**config.mk**
```make
export PLATFORM = sky130hd
export DESIGN_NAME = wtm_resetpulsegen
export DESIGN_NICKNAME = d
export VERILOG_FILES = /design/src/rtl/wtm_resetpulsegen.sv
export SDC_FILE = /design/constraint.sdc
export NUM_CORES = 1
export LEC_CHECK = 0
export CORE_UTILIZATION = 62
export DETAILED_ROUTE_END_ITERATION = 8
export GPL_TIMING_DRIVEN = 0
export HOLD_SLACK_MARGIN = 0.15
export PLACE_DENSITY = 0.8
export SYNTH_ARGS = -nofsm -noshare
export SYNTH_HDL_FRONTEND = slang
export SYNTH_SLANG_ARGS = --single-unit
```
**constraint.sdc**
```tcl
create_clock -name clock -period 4.9 [get_ports clock]
set_input_delay 0.98 -clock clock [delete_from_list [all_inputs] [get_ports clock]]
set_output_delay 0.98 -clock clock [all_outputs]
set_load 0.05 [all_outputs]
```
**src/rtl/wtm_resetpulsegen.sv**
```systemverilog
// Reset-request generator: merges a debounced button, a software pulse and a
// watchdog timeout into one stretched, registered active-low reset request.
module wtm_resetpulsegen #(
    parameter int clk_freq_hz    = 10000000,
    parameter int debounce_us    = 5000,
    parameter int pulse_us       = 100,
    parameter int holdoff_us     = 1000,
    parameter int wdt_timeout_us = 1000000
) (
    input  logic       clock,
    input  logic       rst,
    input  logic       btn_n,
    input  logic       sw_req,
    input  logic       wdt_en,
    input  logic       wdt_kick,
    output logic       rst_req_n,
    output logic [1:0] cause,
    output logic       busy
);

    function automatic int at_least_one(input int value);
        return (value < 1) ? 1 : value;
    endfunction

    function automatic int max_of(input int a, input int b);
        return (a > b) ? a : b;
    endfunction

    localparam int CYC_PER_US = clk_freq_hz / 1000000;
    localparam int DEB_CYC    = at_least_one(debounce_us * CYC_PER_US);
    localparam int PULSE_CYC  = at_least_one(pulse_us * CYC_PER_US);
    localparam int HOLD_CYC   = at_least_one(holdoff_us * CYC_PER_US);
    localparam int WDT_CYC    = at_least_one(wdt_timeout_us * CYC_PER_US);
    localparam int MAX_CYC    = max_of(max_of(DEB_CYC, PULSE_CYC), max_of(HOLD_CYC, WDT_CYC));
    localparam int CW         = $clog2(MAX_CYC) + 1;

    localparam logic [CW-1:0] DEB_LAST   = CW'(DEB_CYC - 1);
    localparam logic [CW-1:0] PULSE_LAST = CW'(PULSE_CYC - 1);
    localparam logic [CW-1:0] HOLD_LAST  = CW'(HOLD_CYC - 1);
    localparam logic [CW-1:0] WDT_LAST   = CW'(WDT_CYC - 1);
    localparam logic [CW-1:0] CNT_ONE    = CW'(1);

    typedef enum logic [1:0] {
        IDLE,
        PULSE,
        HOLDOFF
    } state_t;

    state_t        state;
    logic          btn_sync1;
    logic          btn_sync2;
    logic          btn_deb;
    logic [CW-1:0] deb_cnt;
    logic          btn_evt;
    logic [CW-1:0] wdt_cnt;
    logic          wdt_evt;
    logic [CW-1:0] pulse_cnt;

    // The button is asynchronous, so it passes two flops before the debouncer
    // sees it; only a press (high-to-low on the debounced level) is an event.
    always_ff @(posedge clock or posedge rst) begin
        if (rst) begin
            btn_sync1 <= 1'b1;
            btn_sync2 <= 1'b1;
            btn_deb   <= 1'b1;
            deb_cnt   <= '0;
            btn_evt   <= 1'b0;
        end else begin
            btn_sync1 <= btn_n;
            btn_sync2 <= btn_sync1;
            btn_evt   <= 1'b0;
            if (btn_sync2 == btn_deb) begin
                deb_cnt <= '0;
            end else if (deb_cnt == DEB_LAST) begin
                deb_cnt <= '0;
                btn_deb <= btn_sync2;
                btn_evt <= btn_deb;
            end else begin
                deb_cnt <= deb_cnt + CNT_ONE;
            end
        end
    end

    // The kick is tested before the terminal count so a simultaneous kick wins.
    always_ff @(posedge clock or posedge rst) begin
        if (rst) begin
            wdt_cnt <= '0;
            wdt_evt <= 1'b0;
        end else begin
            wdt_evt <= 1'b0;
            if (!wdt_en || wdt_kick || busy) begin
                wdt_cnt <= '0;
            end else if (wdt_cnt == WDT_LAST) begin
                wdt_cnt <= '0;
                wdt_evt <= 1'b1;
            end else begin
                wdt_cnt <= wdt_cnt + CNT_ONE;
            end
        end
    end

    // Requests are only looked at in IDLE; anything arriving while busy is lost.
    // HOLDOFF also waits for the button to be released so a held button
    // cannot retrigger.
    always_ff @(posedge clock or posedge rst) begin
        if (rst) begin
            state     <= IDLE;
            rst_req_n <= 1'b1;
            cause     <= 2'b00;
            busy      <= 1'b0;
            pulse_cnt <= '0;
        end else begin
            case (state)
                IDLE: begin
                    if (btn_evt || wdt_evt || sw_req) begin
                        state     <= PULSE;
                        rst_req_n <= 1'b0;
                        busy      <= 1'b1;
                        pulse_cnt <= '0;
                        if (btn_evt) begin
                            cause <= 2'b01;
                        end else if (wdt_evt) begin
                            cause <= 2'b10;
                        end else begin
                            cause <= 2'b11;
                        end
                    end
                end
                PULSE: begin
                    if (pulse_cnt == PULSE_LAST) begin
                        state     <= HOLDOFF;
                        rst_req_n <= 1'b1;
                        pulse_cnt <= '0;
                    end else begin
                        pulse_cnt <= pulse_cnt + CNT_ONE;
                    end
                end
                HOLDOFF: begin
                    if (pulse_cnt == HOLD_LAST) begin
                        if (btn_deb) begin
                            state     <= IDLE;
                            busy      <= 1'b0;
                            pulse_cnt <= '0;
                        end
                    end else begin
                        pulse_cnt <= pulse_cnt + CNT_ONE;
                    end
                end
                default: begin
                    state     <= IDLE;
                    rst_req_n <= 1'b1;
                    busy      <= 1'b0;
                    pulse_cnt <= '0;
                end
            endcase
        end
    end

endmodule

```
After elaboration in Yosys (flattened, before gate mapping) --
Cells that the tools add are included.
Storage, ports and cells: input port bits 6, bits in latches 0, bits in registers 86, ROM bits 0, bits in writable memories 0, output and inout bits 4, memories 0
Cells by class: reduce and logical (&&, ||, !) cells 12, divide/modulo/power cells 0, eq/ne operators 12, shift operators 0, multipliers 0, magnitude comparators 0, $add $sub $neg 3, bitwise gates (word level) 3, mux-type cells 27
Operators with widths (number):
- $mux W25 | 8
- $add A25 B1 Y25 const B | 3
- $pmux W25 S3 | 1
- $eq A25 B10 Y1 const B | 1
- $eq A25 B14 Y1 const B | 1
- $eq A25 B16 Y1 const B | 1
- $eq A25 B24 Y1 const B | 1
- $mux W1 | 10
- $mux W2 | 5
- $ne A2 B2 Y1 const B | 4
- $reduce_and A4 Y1 | 2
- $pmux W1 S3 | 2
- $pmux W2 S3 | 1
- $reduce_and A2 Y1 | 3
- $logic_or A1 B1 Y1 | 4
- $ne A3 B3 Y1 const B | 1
- $not A1 Y1 | 3
- $reduce_and A3 Y1 | 1
- $eq A2 B1 Y1 const B | 1
- $eq A2 B2 Y1 const B | 1
- $logic_not A2 Y1 | 1
- $eq A1 B1 Y1 | 1
- $logic_not A1 Y1 | 1

Longest topological paths before layout --
Gate-level depths: netlist (run 1).
depth after elaboration 4, gate-level depth with buffers 9

Least setup slack after synthesis (run 1) --
OpenSTA, ideal clock, no wires.
path type in2reg, from input sw_req, to register pulse_cnt[3], data arrival time 2.044 ns, stages on the path 7, setup slack 2.723 ns, data required time 4.767 ns, library setup time 0.133 ns, path buffers 1, cells stage by stage nor3_1 -> nand2_1 -> o21ai_1 -> clkbuf_1 -> nor3_1 -> a21oi_1 -> o21ai_0
On the way: cells in the longest elaborated chain, start to end 3
Ends and longest elaborated chain:
- start: declaration | line 13 | input logic sw_req,
- $logic_or A1 B1 Y1 | line 115 | if (btn_evt || wdt_evt || sw_req) begin
- $ne A2 B2 Y1 (no source line)
- $reduce_and A2 Y1 (no source line)
- end signal: assignment | line 135 | pulse_cnt <= pulse_cnt + CNT_ONE;
- end signal: assignment | line 146 | pulse_cnt <= pulse_cnt + CNT_ONE;
- end: declaration | line 57 | logic [CW-1:0] pulse_cnt;
No other way between the ends. A chain may end at the register's enable or synchronous reset.

Final worst setup path (run 1) --
Same ends and word-level chain as after synthesis.

==> results.toml, run 1 <==
[sta]
clock_skew_ns = 0.00786
tns_ns = 0
relSlewSlack = 0.383
finalCriticalPeriod_ns = 2.79
tightest_slew_ns = 0.916
setup_violations = 0
hold_viol_final = 0
slew_violations = 0
rsz0062_at_grt = "false"
max_freq_ghz = 0.358
timing.final.ws_setup_ns = 2.11
fin_crit_sh = 0.570

[synth]
synthCells = 458
ys_warn_count = 0
netlist_area_sq_um = 4350
synthArstFlopShare = 1.00
synth_flop_cell = "dfrtp_1"
syn_area_per_cell_sq_um = 9.50
synth-edff-count = 0
yosysSeqAreaShare = 0.496
syn-num-nets = 470
synth_seq_cells = 86
yosysUniqueCellTypes = 45

[worst_setup_path]
crit_family = "buffers and inverters"
cp-end-kind = "register"
critical_path_class = "in -> reg"
critPathRequiredTime_ns = 5.13
path_cells = "clkdlybuf4s50_1, nor3_1, nand2_1, o21ai_1, clkbuf_1, nor3_1, a21oi_1, o21ai_0"
crit_buf_inv = 2
crit_top_cell = "nor3_1"
setup.worst_path.start_class = "input pin"
cp_max_fo = 10
arrival_ns = 3.02
slowest_stage = "clkbuf_1"
crit_path_max_incr_delay_ns = 0.50

[power_and_ir_drop]
irDropWorstVdd_uv = 205
p_seq_frac = 0.531
p_sw_w = 0.000275
p_total_w = 0.00135
power_density_nw_per_um2 = 279
clkPwrFrac = 0.443
share_comb_of_total_power = 0.026
swShare = 0.203
power_leakage_nw = 2.05
p_int_w = 0.00108

[cells_and_area]
antenna_cells = 0
syn_to_final_growth_pct = 11.2
nets = 491
final_util = 0.712
stdcell_area_sq_um = 4840
drive_above_1_share = 0.0723

[place]
hpwl_um = 6050
portBuffers = 9
place_area_sq_um = 4590
gp_congestion = 0.863
dp_slack_ns = 1.77

[grt]
antenna_found_initial = 0
grt_first_pass_wirelength_um = 15100
grt.overflow.total = 0
grt_max_degree = 72
track_usage = 0.262
grt_pass1_vias = 3286

[die]
die_w_um = 85.8
core_sq_um = 6790
start_util = 0.641
dieHeight_um = 85.8
io_pins = 10
design.die.area_sq_um = 7360
core.rowCount = 30

[clocking]
cts_root_buffer = "clkbuf_8"
post_cts_buffers = 0
hold_buffers = 0
clk_latency_ns = 0.35
clkTransAtPathRegs_ns = 0.09
cts_tree = "done"
cts_resized = 0
cts_buffer_depth = 2
clock_sinks = 86
cts_buffers = 9
htree_levels = 3

[run_status]
status = "finished clean"

[job]
cap_violations = 0

[route]
drt_wl_total_um = 8710
firstDrtPassIters = 4
drtAntennaViolNets = 0
vias_per_cell = 5.85
drc = 0
first_iter_violations = 281
vias = 3395
wl_per_cell_um = 15.0

[hold_path]
hold_class = "reg -> reg"
## final cells by class
class | instances | area, sq um
plain buffers | 11 | 53.8
clock buffers | 10 | 138
clock inverters | 6 | 109
fillers | 499 | 1950
inverters | 10 | 40.0
multi-input cells | 351 | 2100
flip-flops and latches | 86 | 2160
well taps | 96 | 120
repair buffers | 10 | 118
## metrics by stage
step                hold slack (ns)  cells
global route                  0.382    580
CTS                           0.377    580
finish                        0.376    580
global placement              0.366    563
floorplan                     0.345    458
detailed placement            0.366    564
## state kept, by name, summed over array words and instances, names as in the netlist
signal / flops
state: 2
wdt_evt: 1
rst_req_n: 1
cause: 2
btn_evt: 1
btn_sync2: 1
pulse_cnt: 25
busy: 1
btn_deb: 1
deb_cnt: 25
wdt_cnt: 25
btn_sync1: 1
## cell families (layout without fill, tap and decap cells)
group | Yosys count | count (layout) | synth area share
simple gates | 235 | 235 | 0.264
flops | 86 | 86 | 0.496
compound gates | 60 | 60 | 0.0995
xor+xnor | 47 | 47 | 0.0946
buf+inv | 21 | 47 | 0.0210
fa+ha+maj | 6 | 6 | 0.0172
mux | 3 | 3 | 0.00776
## worst register-to-register path: stages, from the launching register on
cell and delay (ns):
dfrtp_1 0.42, nor4_1 0.38, nand4_1 0.38, o21ai_1 0.62
clkbuf_1 0.50, nor3_1 0.11, a21oi_1 0.14, o21ai_0 0.08
## synthesized netlist by cell type, types with 4 or more instances
cell type  instances  share of area
ha_1               6          0.017
nor4_1             8          0.011
nand3_1           29          0.033
inv_1             10         0.0086
o21ai_0           14          0.016
clkbuf_1           6         0.0052
and2_1             4         0.0057
nor2_1            82          0.071
nand2_1           38          0.033
xor2_1            25          0.050
o21a_1             4         0.0069
o31ai_1            4         0.0069
nand4_1           22          0.032
nor2b_1            4         0.0057
dfrtp_1           82           0.47
a21o_1             9          0.016
buf_2              4         0.0046
and3_1            14          0.020
nor3_1            13          0.015
a22o_1            14          0.028
or3_1              4         0.0057
dfstp_2            4          0.024
xnor2_1           22          0.044
## path summary, 6_finish.rpt
kind / cells after the start / slack (ns) / endpoint / from
min in group asynchronous: 2 / 0.91 / deb_cnt[15] / rst
max in group asynchronous: 3 / 3.35 / rst_req_n / rst
hold / removal: 0 / 0.38 / btn_sync2 / btn_sync1
hold reg to reg: 0 / 0.38 / btn_sync2 / btn_sync1
setup / recovery: 8 / 2.11 / pulse_cnt[3] / sw_req
setup reg to reg: 7 / 2.15 / pulse_cnt[3] / pulse_cnt[21]
## routing by layer
layer,GRT usage,routed length (um)
met5,0,0
met2,0.400,4080
met3,0.0664,346
met1,0.375,4150
met4,0.0727,138
## cell usage in the layout, fill, tap and decap left out, types with 6 or more instances in the layout
master            n
clkdlybuf4s50_1   9
ha_1              6
o21ai_0          14
nand4_1          22
xnor2_1          22
dfrtp_1          82
nor3_1           13
inv_1             9
a21o_1            9
nor4_1            8
nand2_1          38
nor2_1           82
nand3_1          29
xor2_1           25
clkbuf_1          6
and3_1           14
a22o_1           14
clkbuf_8         10
## power by group through the flow
| stage | Clock [W] | Sequential, W | Combinational (W) |
|---|---|---|---|
| global placement | 0 | 0.000731 | 0.0000315 |
| global route | 0.000637 | 0.000718 | 0.0000406 |
| finish | 0.000598 | 0.000717 | 0.0000345 |
| CTS | 0.000612 | 0.000717 | 0.0000358 |
| floorplan | 0 | 0.000730 | 0.0000211 |
| detailed placement | 0 | 0.000731 | 0.0000357 |
No activity file was read; power rests on OpenSTA's default activity.
==> run 2, diff against run 1 <==
==> constraint.sdc (replaced) <==
create_clock -name clock -period 2.8 [get_ports clock]
set_input_delay 0.56 -clock clock [delete_from_list [all_inputs] [get_ports clock]]
set_output_delay 0.56 -clock clock [all_outputs]
set_load 0.05 [all_outputs]
==> results.toml, run 2 (synthesis results as in run 1) <==
[place]
hpwl_um = 6050
portBuffers = 9
gp_congestion = 0.863
place_area_sq_um = 4590

[power_and_ir_drop]
p_int_w = 0.00188
power_density_nw_per_um2 = 488
power_leakage_nw = 2.05
swShare = 0.204
clkPwrFrac = 0.443
p_seq_frac = 0.531
irDropWorstVdd_uv = 359
share_comb_of_total_power = 0.026
p_sw_w = 0.000482

[route]
wl_per_cell_um = 15.0
firstDrtPassIters = 4
vias = 3399
drt_wl_total_um = 8720
first_iter_violations = 297
vias_per_cell = 5.86
drc = 0
drtAntennaViolNets = 0

[worst_setup_path]
crit_start = "pulse_cnt[21]"
critPathRequiredTime_ns = 3.03
rr_startpoint = "pulse_cnt[21]"
setup.worst_path.start_class = "register"
reg2reg_slack_ns = 0.21
endpoint = "pulse_cnt[10]"
reg2reg_to = "pulse_cnt[10]"
cp-end-kind = "register"
ff2ff_path_depth = 7
arrival_ns = 2.82
cp_max_fo = 10
critical_path_class = "reg -> reg"

[die]
io_pins = 10
core_sq_um = 6790
core.rowCount = 30
die_w_um = 85.8
design.die.area_sq_um = 7360
dieHeight_um = 85.8
start_util = 0.641

[grt]
grt_pass1_vias = 3286
track_usage = 0.262
antenna_found_initial = 0
grt_first_pass_wirelength_um = 15100
grt.overflow.total = 0
grt_max_degree = 72

[cells_and_area]
reg_top3 = "deb_cnt (25), pulse_cnt (25), wdt_cnt (25)"
antenna_cells = 0
syn_to_final_growth_pct = 11.3
drive_above_1_share = 0.0764
final_cell_mix = "nor2_1 (82), dfrtp_1 (82), nand2_1 (38), nand3_1 (29), xor2_1 (25)"
final_util = 0.713
nets = 491
stdcell_area_sq_um = 4840
n_fill_cell = 497

[hold_path]
hold_class = "reg -> reg"
whs_path_depth = 0

[sta]
slew_violations = 0
holdWs_ns = 0.376
clock_skew_ns = 0.00845
tightest_slew_ns = 0.916
hold_viol_final = 0
setup_violations = 0
max_freq_ghz = 0.387
tns_ns = 0
fin_crit_sh = 0.924
finalCriticalPeriod_ns = 2.59
rsz0062_at_grt = "false"
relSlewSlack = 0.383

[run_status]
status = "finished clean"

[clocking]
clkTransAtPathRegs_ns = 0.08
clock_sinks = 86
hold_buffers = 0
clk_latency_ns = 0.35
cts_buffer_depth = 2
cts_tree = "done"
htree_levels = 3
cts_buffers = 9
cts_root_buffer = "clkbuf_8"
post_cts_buffers = 0

[job]
cap_violations = 0
-- run 2: changes by cell type in the layout (fill, tap and decap cells not counted) --
cell      delta
clkbuf_1     -1
o21ai_1      -1
o21ai_2      +1
clkbuf_2     +1
-- run 2: cell type report --
cell class / count / area [sq um] / share of cell area
Multi-Input combinational cell: 351 / 2110 / 0.435
Inverter: 10 / 40.0 / 0.00826
Sequential cell: 86 / 2160 / 0.445
Timing Repair Buffer: 10 / 118 / 0.0243
Clock buffer: 10 / 138 / 0.0284
Tap cell: 96 / 120 / 0.0248
Buffer: 11 / 55.1 / 0.0114
Clock inverter: 6 / 109 / 0.0225
-- run 2: routing by layer --
layer	global-route usage	up-vias	routed length (um)
met2	0.400	73	4090
li1	-	1658	-
met1	0.375	1655	4120
met4	0.0727	0	140
met5	0	-	0
met3	0.0664	13	359
-- run 2: worst min path at each step --
stage / start / end / slack, ns
floorplan: btn_sync1 / btn_sync2 / 0.35
global placement: btn_sync1 / btn_sync2 / 0.37
detailed placement: btn_sync1 / btn_sync2 / 0.37
CTS: btn_sync1 / btn_sync2 / 0.38
global route: btn_sync1 / btn_sync2 / 0.38
finish: btn_sync1 / btn_sync2 / 0.38
-- run 2: power by group through the flow --
stage / combinational, W / sequential, W / clock, W
finish: 0.0000604 / 0.00126 / 0.00105
global route: 0.0000710 / 0.00126 / 0.00111
CTS: 0.0000627 / 0.00125 / 0.00107
detailed placement: 0.0000624 / 0.00128 / 0
global placement: 0.0000551 / 0.00128 / 0
floorplan: 0.0000369 / 0.00128 / 0
-- run 2: stage by stage --
stage / std cells / setup slack (ns) / power [W]
floorplan: 458 / 0.0248 / 0.00131
global placement: 563 / -1.25 / 0.00133
detailed placement: 564 / 0.0915 / 0.00134
CTS: 580 / 0.0931 / 0.00239
global route: 580 / 0.000494 / 0.00244
finish: 580 / 0.214 / 0.00236
-- run 2: critical path: stages, from the launching register on --
cell and delay (ns):
dfrtp_1 0.42, nor4_1 0.36, nand4_1 0.38, o21a_1 0.32
o21ai_2 0.31, nor2_1 0.20, buf_2 0.25, a22o_1 0.23
-- run 2: timing repair --
action	in CTS	in global routing
hold endpoints to repair	0	0
endpoints found under the setup margin	0	14
resized for setup	0	3
